$ cat config.mk
export PLATFORM = sky130hd
export DESIGN_NAME = mux_rr_arbiter
export DESIGN_NICKNAME = d
export VERILOG_FILES = /design/src/rtl/mux_arb_pkg.sv /design/src/rtl/mux.sv /design/src/rtl/mux_rr_arbiter.sv
export SDC_FILE = /design/constraint.sdc
export NUM_CORES = 1
export LEC_CHECK = 0
export BUFFER_PORTS_ARGS = -buffer_cell sky130_fd_sc_hd__buf_2
export CAP_MARGIN = 0
export CORE_MARGIN = 3
export CORE_UTILIZATION = 55
export DETAILED_ROUTE_END_ITERATION = 10
export PLACE_DENSITY = 0.78
export SYNTH_ARGS = -nofsm -noshare
export SYNTH_HDL_FRONTEND = slang
export SYNTH_SLANG_ARGS = --single-unit
$ cat constraint.sdc
create_clock -name clk -period 2.1 [get_ports clk]
set_input_delay 0.21 -clock clk [delete_from_list [all_inputs] [get_ports clk]]
set_output_delay 0.21 -clock clk [all_outputs]
set_load 0.02 [all_outputs]
$ cat src/rtl/mux_arb_pkg.sv
// Shared types and the round-robin priority pick for mux_rr_arbiter.
// The pick works on a fixed maximum width so one function serves every instance size.
package mux_arb_pkg;

  localparam int unsigned MAX_SEL_LINES = 6;
  localparam int unsigned MAX_N         = 2 ** MAX_SEL_LINES;

  typedef enum logic [0:0] {
    IDLE  = 1'b0,
    GRANT = 1'b1
  } state_e;

  typedef struct packed {
    logic                     found;
    logic [MAX_SEL_LINES-1:0] idx;
  } pick_t;

  function automatic int unsigned num_req(input int unsigned sel_lines);
    return 32'(1) << sel_lines;
  endfunction

  // Circular search starting just after `last`; n must be a power of two <= MAX_N.
  function automatic pick_t rr_pick(
    input logic [MAX_N-1:0]         req,
    input logic [MAX_SEL_LINES-1:0] last,
    input logic                     exclude_en,
    input logic [MAX_SEL_LINES-1:0] exclude_idx,
    input int unsigned              n
  );
    pick_t                    p;
    int unsigned              cand;
    logic [MAX_SEL_LINES-1:0] c;
    p = '0;
    for (int unsigned off = 1; off <= MAX_N; off++) begin
      cand = (32'(last) + off) & (n - 32'(1));
      c    = MAX_SEL_LINES'(cand);
      if (!p.found && (off <= n) && req[c] && !(exclude_en && (c == exclude_idx))) begin
        p.found = 1'b1;
        p.idx   = c;
      end
    end
    return p;
  endfunction

endpackage

$ cat src/rtl/mux.sv
// Shared 2**SELECT_LINES:1 single-bit multiplexer.
// ARCHITECTURE picks between an indexed read and a decoded AND-OR form; both are equivalent.
module mux #(
  parameter int unsigned SELECT_LINES = 2,
  parameter string       ARCHITECTURE = "BEHAVIORAL"
) (
  input  logic [(2**SELECT_LINES)-1:0] in,
  input  logic [SELECT_LINES-1:0]      select,
  output logic                         out
);

  localparam int unsigned N = 2 ** SELECT_LINES;

  generate
    if (ARCHITECTURE == "AND_OR") begin : g_and_or
      logic [N-1:0] dec;
      assign dec = N'(1) << select;
      assign out = |(in & dec);
    end else begin : g_behavioral
      assign out = in[select];
    end
  endgenerate

endmodule

$ cat src/rtl/mux_rr_arbiter.sv
// Round-robin arbiter that owns the select of a shared mux on behalf of N requesters,
// with a hold limit that forces rotation when the owner hogs the resource.
module mux_rr_arbiter
  import mux_arb_pkg::*;
#(
  parameter int unsigned SELECT_LINES = 2,
  parameter string       ARCHITECTURE = "BEHAVIORAL",
  parameter int unsigned MAX_HOLD     = 8,
  parameter int unsigned HOLD_WIDTH   = 4
) (
  input  logic                         clk,
  input  logic                         rst_n,
  input  logic [(2**SELECT_LINES)-1:0] req,
  input  logic [(2**SELECT_LINES)-1:0] in,
  output logic [(2**SELECT_LINES)-1:0] grant,
  output logic                         grant_valid,
  output logic [SELECT_LINES-1:0]      select,
  output logic                         out,
  output logic                         preempt
);

  localparam int unsigned N = num_req(SELECT_LINES);

  state_e                  state_q, state_d;
  logic [N-1:0]            grant_q, grant_d;
  logic                    grant_valid_q, grant_valid_d;
  logic [SELECT_LINES-1:0] select_q, select_d;
  logic [SELECT_LINES-1:0] last_q, last_d;
  logic [HOLD_WIDTH-1:0]   hold_q, hold_d;
  logic                    preempt_q, preempt_d;

  logic [MAX_N-1:0]        req_ext;
  logic                    others_pending;
  logic                    hold_at_limit;
  logic [HOLD_WIDTH-1:0]   hold_inc;
  pick_t                   pick_idle;
  pick_t                   pick_rot;

  // Priority candidates: from last owner when idle, from current owner (excluded) when owned.
  always_comb begin
    req_ext        = MAX_N'(req);
    others_pending = |(req & ~grant_q);
    hold_at_limit  = (MAX_HOLD != 0) && (32'(hold_q) >= MAX_HOLD);
    hold_inc       = (hold_q == '1) ? hold_q : hold_q + HOLD_WIDTH'(1);
    pick_idle      = rr_pick(req_ext, MAX_SEL_LINES'(last_q), 1'b0, '0, N);
    pick_rot       = rr_pick(req_ext, MAX_SEL_LINES'(select_q), 1'b1,
                             MAX_SEL_LINES'(select_q), N);
  end

  always_comb begin
    state_d       = state_q;
    grant_d       = grant_q;
    grant_valid_d = grant_valid_q;
    select_d      = select_q;
    last_d        = last_q;
    hold_d        = hold_q;
    preempt_d     = 1'b0;

    case (state_q)
      IDLE: begin
        if (pick_idle.found) begin
          state_d       = GRANT;
          grant_d       = N'(1) << pick_idle.idx;
          grant_valid_d = 1'b1;
          select_d      = SELECT_LINES'(pick_idle.idx);
          last_d        = SELECT_LINES'(pick_idle.idx);
          hold_d        = HOLD_WIDTH'(1);
        end
      end

      GRANT: begin
        if (req[select_q]) begin
          if (!others_pending) begin
            if (32'(hold_q) < MAX_HOLD) begin
              hold_d = hold_inc;
            end
          end else if (!hold_at_limit) begin
            hold_d = hold_inc;
          end else if (pick_rot.found) begin
            grant_d   = N'(1) << pick_rot.idx;
            select_d  = SELECT_LINES'(pick_rot.idx);
            last_d    = SELECT_LINES'(pick_rot.idx);
            hold_d    = HOLD_WIDTH'(1);
            preempt_d = 1'b1;
          end
        end else if (pick_rot.found) begin
          // Owner released with others waiting: hand off on the same edge.
          grant_d  = N'(1) << pick_rot.idx;
          select_d = SELECT_LINES'(pick_rot.idx);
          last_d   = SELECT_LINES'(pick_rot.idx);
          hold_d   = HOLD_WIDTH'(1);
        end else begin
          state_d       = IDLE;
          grant_d       = '0;
          grant_valid_d = 1'b0;
        end
      end

      default: begin
        state_d = IDLE;
      end
    endcase
  end

  always_ff @(posedge clk or negedge rst_n) begin
    if (!rst_n) begin
      state_q       <= IDLE;
      grant_q       <= '0;
      grant_valid_q <= 1'b0;
      select_q      <= '0;
      last_q        <= '1;
      hold_q        <= '0;
      preempt_q     <= 1'b0;
    end else begin
      state_q       <= state_d;
      grant_q       <= grant_d;
      grant_valid_q <= grant_valid_d;
      select_q      <= select_d;
      last_q        <= last_d;
      hold_q        <= hold_d;
      preempt_q     <= preempt_d;
    end
  end

  assign grant       = grant_q;
  assign grant_valid = grant_valid_q;
  assign select      = select_q;
  assign preempt     = preempt_q;

  mux #(
    .SELECT_LINES (SELECT_LINES),
    .ARCHITECTURE (ARCHITECTURE)
  ) u_mux (
    .in     (in),
    .select (select_q),
    .out    (out)
  );

endmodule

-- After elaboration in Yosys (flattened, before gate mapping)
Index checks and enable logic that the tools add are counted.
- register bits: 15
- bits of input ports: 10
- output and inout port bits: 9
- word-level logic and storage cells: 135
- add/subtract/negate cells: 9
- $lt $le $gt $ge: 11
- equal/unequal tests: 12
- shift-type cells: 2
- muxes and demuxes: 66
- bitwise logic cells: 3
- reductions and logical operators: 25
- operators by type and width (kind ; number):
    $lt A2 B7 Y1 const B ; 8
    $mux W7 ; 8
    $mux W4 ; 13
    $bmux W1 S2 ; 10
    $mux W1 ; 20
    $mux W2 ; 9
    $pmux W4 S2 ; 2
    $shl A1 B6 Y4 const A ; 2
    $logic_and A1 B1 Y1 ; 10
    $logic_not A1 Y1 ; 10
    $ne A3 B3 Y1 const B ; 3
    $add A2 B1 Y2 const B ; 4
    $add A2 B2 Y2 const B ; 4
    $eq A2 B2 Y1 ; 4
    $pmux W2 S2 ; 2
    $ne A2 B2 Y1 const B ; 3
    $reduce_and A3 Y1 ; 2
    $add A4 B1 Y4 const B ; 1
    $and A4 B4 Y4 ; 1
    $eq A4 B4 Y1 const B ; 1
    $ge A4 B4 Y1 const B ; 1
    $lt A4 B4 Y1 const B ; 1
    $ne A4 B3 Y1 const B ; 1
    $not A4 Y4 ; 1
    6 further kinds ; 7

-- Logic depth before layout (Yosys ltp)
Gate-level depths: netlist of run 1.
- depth after elaboration: 23
- depth in mapped cells: 6
- gate-level depth less buffers: 6

-- Cells and area by module
A second synthesis of run 1 with hierarchy kept.
- cells, all modules: 116
- area total of the unflattened synthesis: 1131.1 µm²
- modules (own cells, without submodules) (module ; times used ; cells each ; area each (µm²) ; sequential area each (µm²)):
    mux_rr_arbiter ; 1 ; 115 ; 1108.6 ; 377.9
    mux ; 1 ; 1 ; 22.5 ; 0.0

-- Worst setup path before layout of run 1
No wires, ideal clock.
- path kind: reg2reg
- start: register select_q[0] (netlist: select[0])
- end: register grant_q[0] (netlist: grant[0])
- setup time: 0.125 ns
- arrival time: 1.835 ns
- required time: 1.975 ns
- path slack: 0.140 ns
- cell stages (with the launch flop): 7
- buffers on the path: 1
- period minus slack after synthesis: 1.960 ns
- path through: dfrtp_1 -> buf_6 -> mux2_2 -> o32ai_4 -> or2_4 -> o31ai_4 -> mux2_4
- longest elaborated chain between the ends: 23
- elaborated cells between the ends (all ways): 47
- classes of those cells: 4 x add/sub; 7 x eq/ne; 1 x shift; 20 x mux; 15 x reduce/logical
- ends and longest elaborated chain (item ; line ; source):
    start: declaration ; mux_rr_arbiter.sv:27 ; logic [SELECT_LINES-1:0] select_q, select_d;
    start signal: assignment ; mux_rr_arbiter.sv:118 ; select_q <= select_d;
    $add A2 B1 Y2 ; mux_arb_pkg.sv:35 ; cand = (32'(last) + off) & (n - 32'(1));
    $bmux W1 S2 or $eq A2 B2 Y1 (tied branches) ; mux_arb_pkg.sv:37 ; if (!p.found && (off <= n) && req[c] && !(exclude_en && (c == exclude_idx))) begin
    $mux W1 (implied by the code) or $logic_not A1 Y1 (tied branches) ; mux_arb_pkg.sv:37 ;
    $logic_and A1 B1 Y1 ; mux_arb_pkg.sv:37 ;
    $mux W7 ; mux_arb_pkg.sv:37 ;
    $logic_not A1 Y1 ; mux_arb_pkg.sv:37 ;
    $logic_and A1 B1 Y1 (2 in series) ; mux_arb_pkg.sv:37 ;
    $mux W7 ; mux_arb_pkg.sv:37 ;
    [... 5 more ...] ; -- ;
    $logic_and A1 B1 Y1 (2 in series) ; mux_arb_pkg.sv:37 ;
    $mux W7 ; mux_arb_pkg.sv:37 ;
    $shl A1 B6 Y4 ; mux_rr_arbiter.sv:80, mux_rr_arbiter.sv:88 ;
    $mux W4 ; mux_rr_arbiter.sv:79 ; end else if (pick_rot.found) begin
    $mux W4 ; mux_rr_arbiter.sv:77 ; end else if (!hold_at_limit) begin
    $mux W4 ; mux_rr_arbiter.sv:73 ; if (!others_pending) begin
    $mux W4 ; mux_rr_arbiter.sv:72 ; if (req[select_q]) begin
    $pmux W4 S2 ; mux_rr_arbiter.sv:59 ; case (state_q)
    end signal: assignment ; mux_rr_arbiter.sv:116 ; grant_q <= grant_d;
    end: declaration ; mux_rr_arbiter.sv:25 ; logic [N-1:0] grant_q, grant_d;
Several ways; a longest one is shown, not always the timed one. The select of a mux whose other input is x is not followed.
A chain may end at the register's enable or synchronous reset.

-- Final worst setup path of run 1
Same ends and word-level chain as after synthesis.

==> results list, run 1 <==
- Least-Margin Pin Slew: between 0.3 and 0.4 ns
- Counting distinct cell types in the post-synthesis netlist gives 48.
- Final worst path period need: 1.940 ns
- Final Hold Fails: 0
* CP endpoint: grant[0]
- Summed over all cells, the static leakage comes to 0.0005877 µW.
- The synthesized netlist devotes 27.39% of its cell area to compound gates.
* Clock root buffer: clkbuf_4
- R2R Path Start: select[0]
- Number of design-rule violations left by the first detailed-router iteration: 24
- Mux contribution to synthesized area: 12.03%
* Total count of max-transition violations in the final report: 0
- Setup slack on the worst reg-to-reg path comes out at 0.16 ns.
* First-pass GRT wire length: 4236 µm
- After detailed routing, the number of remaining DRC violations is 0.
* Clock-pin slew on the worst setup and hold paths: 0.08 ns
* Final standard cell count with taps included and fillers excluded: 158
- The worst pin sits at a relative slew slack of 75.83%.
- Insertion delay to the later sink of the worst-skew pair: 0.29 ns
- The share of the Yosys chip area taken by registers is 32.44%.
- Cell chain of the critical path: mux2_2, o32ai_4, or2_4, o31ai_4, mux2_4
- At the end of routability-driven placement, the weighted congestion stood at 0.8313.
- Using the TritonRoute via totals, the vias-per-cell ratio works out to ~6.
- Across all setup checks in the final design, the least slack found is about 0.16 ns.
* Setup Skew: 0.004264 ns
- Main combinational cell family by area after synthesis: compound AO/OA/AOI/OAI gates
- Data on the critical path arrives at its endpoint at 2.12 ns.
* Final Net Count: 144
* Worst min-delay path class: primary input to async pin
- For this run, the top clock speed supported by timing is 515.5 MHz.
- The critical path crosses 5 cells after its start point.
* Cell area after synthesis: ~1200 µm²
- Ys async rst share: 100.0%
* Die area: 2706 µm²
- Maximum fanout count along the critical path: 9
* Total number of yosys warnings: 0
- The worst setup path is of the register to register kind.
- Synthesis produced 111 cells.
* Multi-input logic area: 705.7 µm²
- Clk sink count: 15
* Post-route design area: 1296 µm²
* Global-route total usage across every layer: 21.18%
* Chip height: 52.02 µm
- In this run the remaining antenna-violating nets after routing total 0.
- Setup violations remaining at the end of the flow were counted as 0.
- Post-synthesis share of cell area spent on xor and xnor gates: 0%
- Before CTS, the worst setup slack after placement is 0.1594 ns.
- Antenna diode count: 0
* Number of synthesized flops with an enable pin: 0
- Count of boundary I/O pins: 19
- The synthesized netlist devotes 3.008% of its cell area to adder and majority cells.
- VDD sags by at most 0.0007293 V.
* Avg Synthesized Cell Area: 10.49 µm²
- Share of the clock period used by the worst path: 92.37%
* Kind of launch point of the worst setup path: register
- STA classifies the critical path endpoint as a register.
- RSZ-0062 raised after global routing: false
* Number of antenna violations at the first check in global routing: 0
* Routed via count: 968
- Synthesis inferred 15 register bits.
- Power per standard cell area: 1290 nW/µm²
* Fraction of final layout cells with drive strength greater than 1: 33.59%
- In the final routed layout, each cell accounts on average for 15.56 µm.
* Number of detailed-routing iterations run before antenna repair: 5
- Path depth of the worst reg2reg path: 5
* Number of levels in the clock H-tree: 1
* Worst flop-to-flop path endpoint: grant[0]
- Cell count after placement: approximately 150
- Area Overhead vs Synth: 11.28%
* Count of max-cap constraint violations: 0
- Counting the buffers created by CTS gives 3.
- Number of buffers between clock root and the deepest sink: 2
* Filler cell count in the final layout: 164
- Data required time of the critical path: approximately 2.3 ns
* Port Buf Inserts: 18
- Standard cell with the maximum stage delay on the critical path: dfrtp_1
- Area of all sequential standard cells: approximately 380 µm²
- Once placement finished, the instance area stood at 1260 µm².
* Buffering stage count on the worst path with inverters included: 0
- CTS tree: yes
* Syn nets: ~120
* Final setup TNS: 0 ns
- For this run, the slowest stage of the critical path takes 0.49 ns.
- Entering global routing, the biggest net connects 16 pins.
- Die X-Extent: 52.02 µm
- Of the total synthesized cell area, the portion taken by AND, OR, NAND and NOR gates is 18.15%.
- The initial utilization of the core area, before any placement, comes to 58.78%.
- The run finished with clean final reports.
- Number of standard-cell rows in the floorplan: 16
- The via count of the first global-routing pass is 961.
- Most used flip-flop cell after synthesis: dfrtp_1
- Gates resized, CTS repair: 0
* Dominant delay contributor by cell family on the critical path: multiplexers
- The core region is roughly 2000 µm².
* Crit. Startpoint: select[0]
- The HPWL after detailed placement is between 1500 and 2000 µm.
- Total congestion overflow after global routing: 0
- Wires add up to 2459 µm.
power by group:
part / total [µW] / switching (µW) / internal (µW)
combinational: 966 / 502 / 464
clock: 163 / 88.7 / 73.9
sequential: 543 / 131 / 412
total: 1670 / 721 / 950
per-stage QoR:
stage                     utilization [%]  power (µW)  hold WS [ns]
final                               65.40        1672        0.3404
after global routing                65.40        1803        0.3687
after CTS                           65.40        1685        0.3476
after detailed placement            63.57        1514        0.1293
after global placement              63.57        1468        0.1187
after floorplan                         -        1324      -0.08559
worst min-delay path by stage:
stage | start | end | slack [ns] | cells after the start
after floorplan | rst_n | grant[0] | -0.09 | 0
after global placement | rst_n | grant[2] | 0.12 | 1
after detailed placement | rst_n | grant[3] | 0.13 | 1
after CTS | rst_n | grant[3] | 0.35 | 2
after global routing | rst_n | grant[3] | 0.37 | 2
final | rst_n | grant[3] | 0.34 | 2
cell type report:
class | count | share of cell area, %
multi-input combinational | 81 | 54.44
timing repair buffer | 21 | 8.880
inverter | 10 | 2.896
sequential | 15 | 29.15
tap | 27 | 2.606
clock buffer | 4 | 2.027
layout by cell type, fill, tap and decap left out, types with 3 or more instances in the layout:
cell,Yosys,routed
buf_2,0,18
dfrtp_1,13,13
inv_1,10,10
nand2_1,6,6
or2b_1,5,5
o32ai_1,5,5
nand2b_1,4,4
nor2_1,4,4
nor3_1,4,4
o21ai_0,4,4
a21oi_1,4,4
mux2_4,4,4
a22oi_1,3,3
clkbuf_4,0,3
registers in the layout (all words and copies together), names as in the netlist:
| signal | count |
|---|---|
| preempt | 1 |
| last_q | 2 |
| select | 2 |
| grant_valid | 1 |
| grant | 4 |
| state_q | 1 |
| hold_q | 4 |
layer usage:
| metal | part of all wire [%] | vias to the layer above | track usage (%) |
|---|---|---|---|
| met1 | 44 | 471 | 24.91 |
| met3 | 5.0 | 6 | 6.304 |
| met5 | 0 | - | 0 |
| li1 | - | 467 | - |
| met2 | 50 | 24 | 36.19 |
| met4 | 1.3 | 0 | 7.424 |
Yosys cell counts (2+ instances only):
library cell / instances / area, µm²
o21a_1: 2 / 15.01
or2b_1: 5 / 37.54
ha_1: 2 / 25.02
a22oi_1: 3 / 22.52
o32ai_1: 5 / 43.79
nand4_1: 2 / 12.51
a32o_1: 2 / 20.02
nor3_1: 4 / 20.02
or3_1: 2 / 12.51
mux2_4: 4 / 60.06
nor2_1: 4 / 15.01
inv_1: 10 / 37.54
nand2_1: 6 / 22.52
dfrtp_1: 13 / 325.3
a21oi_1: 4 / 20.02
mux2i_1: 2 / 20.02
dfstp_2: 2 / 52.55
o21ai_0: 4 / 20.02
nand2b_1: 4 / 25.02
or2_2: 2 / 12.51
buf_4: 2 / 15.01
logic make-up (layout without fill, tap and decap cells):
kind of cell    count (synthesis)  in the layout
compound gates                 34             34
fa+ha+maj                       3              3
buf+inv                        15             35
flops                          15             15
mux                             9              9
simple gates                   35             35
timing repair:
action | CTS | global route
endpoints found under the hold margin | 13 | 0
hold buffers | 1 | 0
buffers inserted | 0 | 0
No activity file was read; power rests on OpenSTA's default activity.
==> run 2, diff against run 1 <==
--- a/config.mk
+++ b/config.mk
@@ -10,7 +10,7 @@
 export CORE_MARGIN = 3
 export CORE_UTILIZATION = 55
 export DETAILED_ROUTE_END_ITERATION = 10
-export PLACE_DENSITY = 0.78
+export PLACE_DENSITY = 0.81
 export SYNTH_ARGS = -nofsm -noshare
 export SYNTH_HDL_FRONTEND = slang
 export SYNTH_SLANG_ARGS = --single-unit
==> run 2 against run 1 <==
Compared with the run above:
- clock skew down 0.0019 ns
- die area unchanged
- via count down 1.3%
- design area down 0.48%
- sequential power about the same
- register-to-register slack about the same
- first-iteration DRC count down 46%
- power down 0.25%
- non-clock buffer count down 1
==> results list, run 2 (synthesized netlist as in run 1, its figures left out) <==
- The flow ran to the end, and the final reports show no timing, DRC or antenna violations.
* Internal power: 945.3 µW
- Final Wtd Congestion: 0.8484
* Worst min-delay path class: primary input to async pin
* Detail-routed net length per standard cell: 15.03 µm
- Summed over all cells, the static leakage comes to between 0.0005 and 0.0006 µW.
* Max Fclk: between 500 and 600 MHz
* Count of boundary I/O pins: 19
- Die X-Extent: 52.02 µm
- Counting cells, the worst reg-to-reg path comes to 5.
* Final Hold Fails: 0
- STA classifies the critical path startpoint as a register.
* Clk sink count: 15
- STA classifies the critical path endpoint as a register.
- The via count of the first global-routing pass was 959.
- TritonCTS buffer count: 3
- For the worst setup path, the data arrival time is 2.13 ns.
- Total core area: ~2000 µm²
- Number of design-rule violations left by the first detailed-router iteration: 13
* Part of the power in the clock network: 10.0%
- The initialized floorplan defines 16 standard-cell rows.
- Total count of max-transition violations in the final report: 0
- RSZ-0062 raised after global routing: false
- Number of antenna violations at the first check in global routing: 0
- Setup total negative slack on the finished layout was measured at 0 ns.
- The clock arrives with 0.002356 ns of skew.
* CTS tree: yes
- Setup violations remaining at the end of the flow were counted as 0.
- The slowest stage of the critical path belongs to the cell dfrtp_1.
* Power per standard cell area: around 1300 nW/µm²
- Data required time of the critical path: 2.29 ns
- In this run the critical register-to-register path is captured at grant[2].
* Peak per-stage delay on the critical path: 0.49 ns
- After global routing the overflow that remains totals 0.
- Once the floorplan was initialized, standard cells occupied between 50 and 60% of the core.
- Routed via count: ~960
- The share of total power dissipated in sequential elements is 32.5%.
* Die area: 2706 µm²
- The startpoint identified for the worst register-to-register timing path is select[0].
- Global routing used between 20% and 30% of the available tracks.
- Count of max-cap constraint violations: 0
- After clock tree synthesis, the repair step resized 0 gates.
- DPL Wire Length: 1816 µm
* Port Buf Inserts: 18
* Insertion delay to the later sink of the worst-skew pair: 0.30 ns
- Share of the clock period used by the worst path: 92.60%
- Crit Path Category: register to register
* Switching component of the power: 722.2 µW
- After detailed routing, the number of vias per cell comes to 6.083.
- The signal on the critical path passes through mux2_2, o32ai_4, or2_4, o31ai_4, mux2_4.
- For flop-to-flop paths, the worst setup slack is 0.16 ns.
- Area Overhead vs Synth: 10.74%
- The first detailed-routing pass ran for 4 iterations.
- Worst slew margin relative to its limit: 75.87%
- First-pass GRT wire length: 4250 µm
- Standard cell area after detailed placement: 1252 µm²
- The worst path needs 1.945 ns of the cycle, external delays included.
* Total detailed-routing wirelength: 2360 µm
- Number of post-CTS setup repair buffers: 0
- Most common cell after layout, fill and taps aside: buf_2
- Cells fill between 60 and 70% of the core in the end.
- Number of levels in the clock H-tree: 1
- # DRC: 0
* Post-Place Setup Slack: 0.1693 ns
- After routing the design area is 1290 µm².
- Pin count of the biggest net entering global routing: 16
- Across the VDD grid, the largest voltage drop is approximately 0.00074 V.
* Maximum fanout count along the critical path: 9
- Fraction of final layout cells with drive strength greater than 1: 33.85%
- Switching power as a share of total power: 43.31%
* Share of power burned in combinational logic: 57.5%
* Chip height: 52.02 µm
- Number of buffers between clock root and the deepest sink: 2
* Final Power: 1667 µW
- Clock-pin slew was measured on the worst setup and hold paths at 0.09 ns.
- Number of nets still failing antenna checks after routing: 0
- In the layout the commonest cells are buf_2 (18), dfrtp_1 (13), inv_1 (10).
- Clock root buffer: clkbuf_4
* Final setup slack of the worst path: 0.1554 ns
- The final layout contains 143 nets.
- Least-Margin Pin Slew: 0.3619 ns
- Antenna diode count: 0
-- run 2: cell types whose count changed in the layout (fill, tap and decap cells not counted) --
cell      previous run  this run
buf_4                2         1
clkbuf_1             1         0
clkinv_2             0         1
-- run 2: power by group through the flow --
stage	clock [µW]	combinational, µW	sequential, µW
after floorplan	0	769	555
final	167	959	542
after CTS	175	960	539
after global placement	0	933	536
after global routing	189	1050	563
after detailed placement	0	955	545
-- run 2: per-stage QoR --
stage	hold slack (ns)	instances
after detailed placement	0.1227	152
after CTS	0.3293	157
after global routing	0.3501	157
final	0.3373	157
after global placement	0.1195	152
after floorplan	-0.08559	111
-- run 2: per-layer routing --
| metal | GRT usage, % | vias up | part of all wire, % |
|---|---|---|---|
| met2 | 36.40 | 30 | 50 |
| met1 | 24.23 | 457 | 43 |
| met3 | 6.017 | 5 | 5.2 |
| met5 | 0 | - | 0 |
| met4 | 10.92 | 0 | 1.9 |
| li1 | - | 463 | - |
-- run 2: worst max-delay path, delay by kind of cell, from the launching register on --
family / cells / cell delay [ns]
compound gates: 2 / 0.45
simple gates: 1 / 0.26
mux: 2 / 0.63
flops: 1 / 0.49
-- run 2: worst max path at each step --
stage | startpoint | depth (start not counted) | end
finish | select[0] | 5 | grant[2]
detailed placement | select[0] | 5 | grant[2]
global route | select[0] | 5 | grant[2]
global placement | select[0] | 5 | grant[0]
CTS | select[0] | 5 | grant[2]
floorplan | select[0] | 6 | grant[0]
-- run 2: timing repair --
action                     CTS  global route
setup endpoints to repair    0             0
hold endpoints to repair    13             0
hold buffers                 1             0
-- run 2: area by class of cell --
type / instances / area, µm²
clock buffer: 3 / 22.52
clock inverter: 1 / 5.005
fill: 162 / 691.9
inverter: 10 / 37.54
multi-input combinational: 81 / 705.7
sequential: 15 / 377.9
tap: 27 / 33.78
timing repair buffer: 20 / 107.6
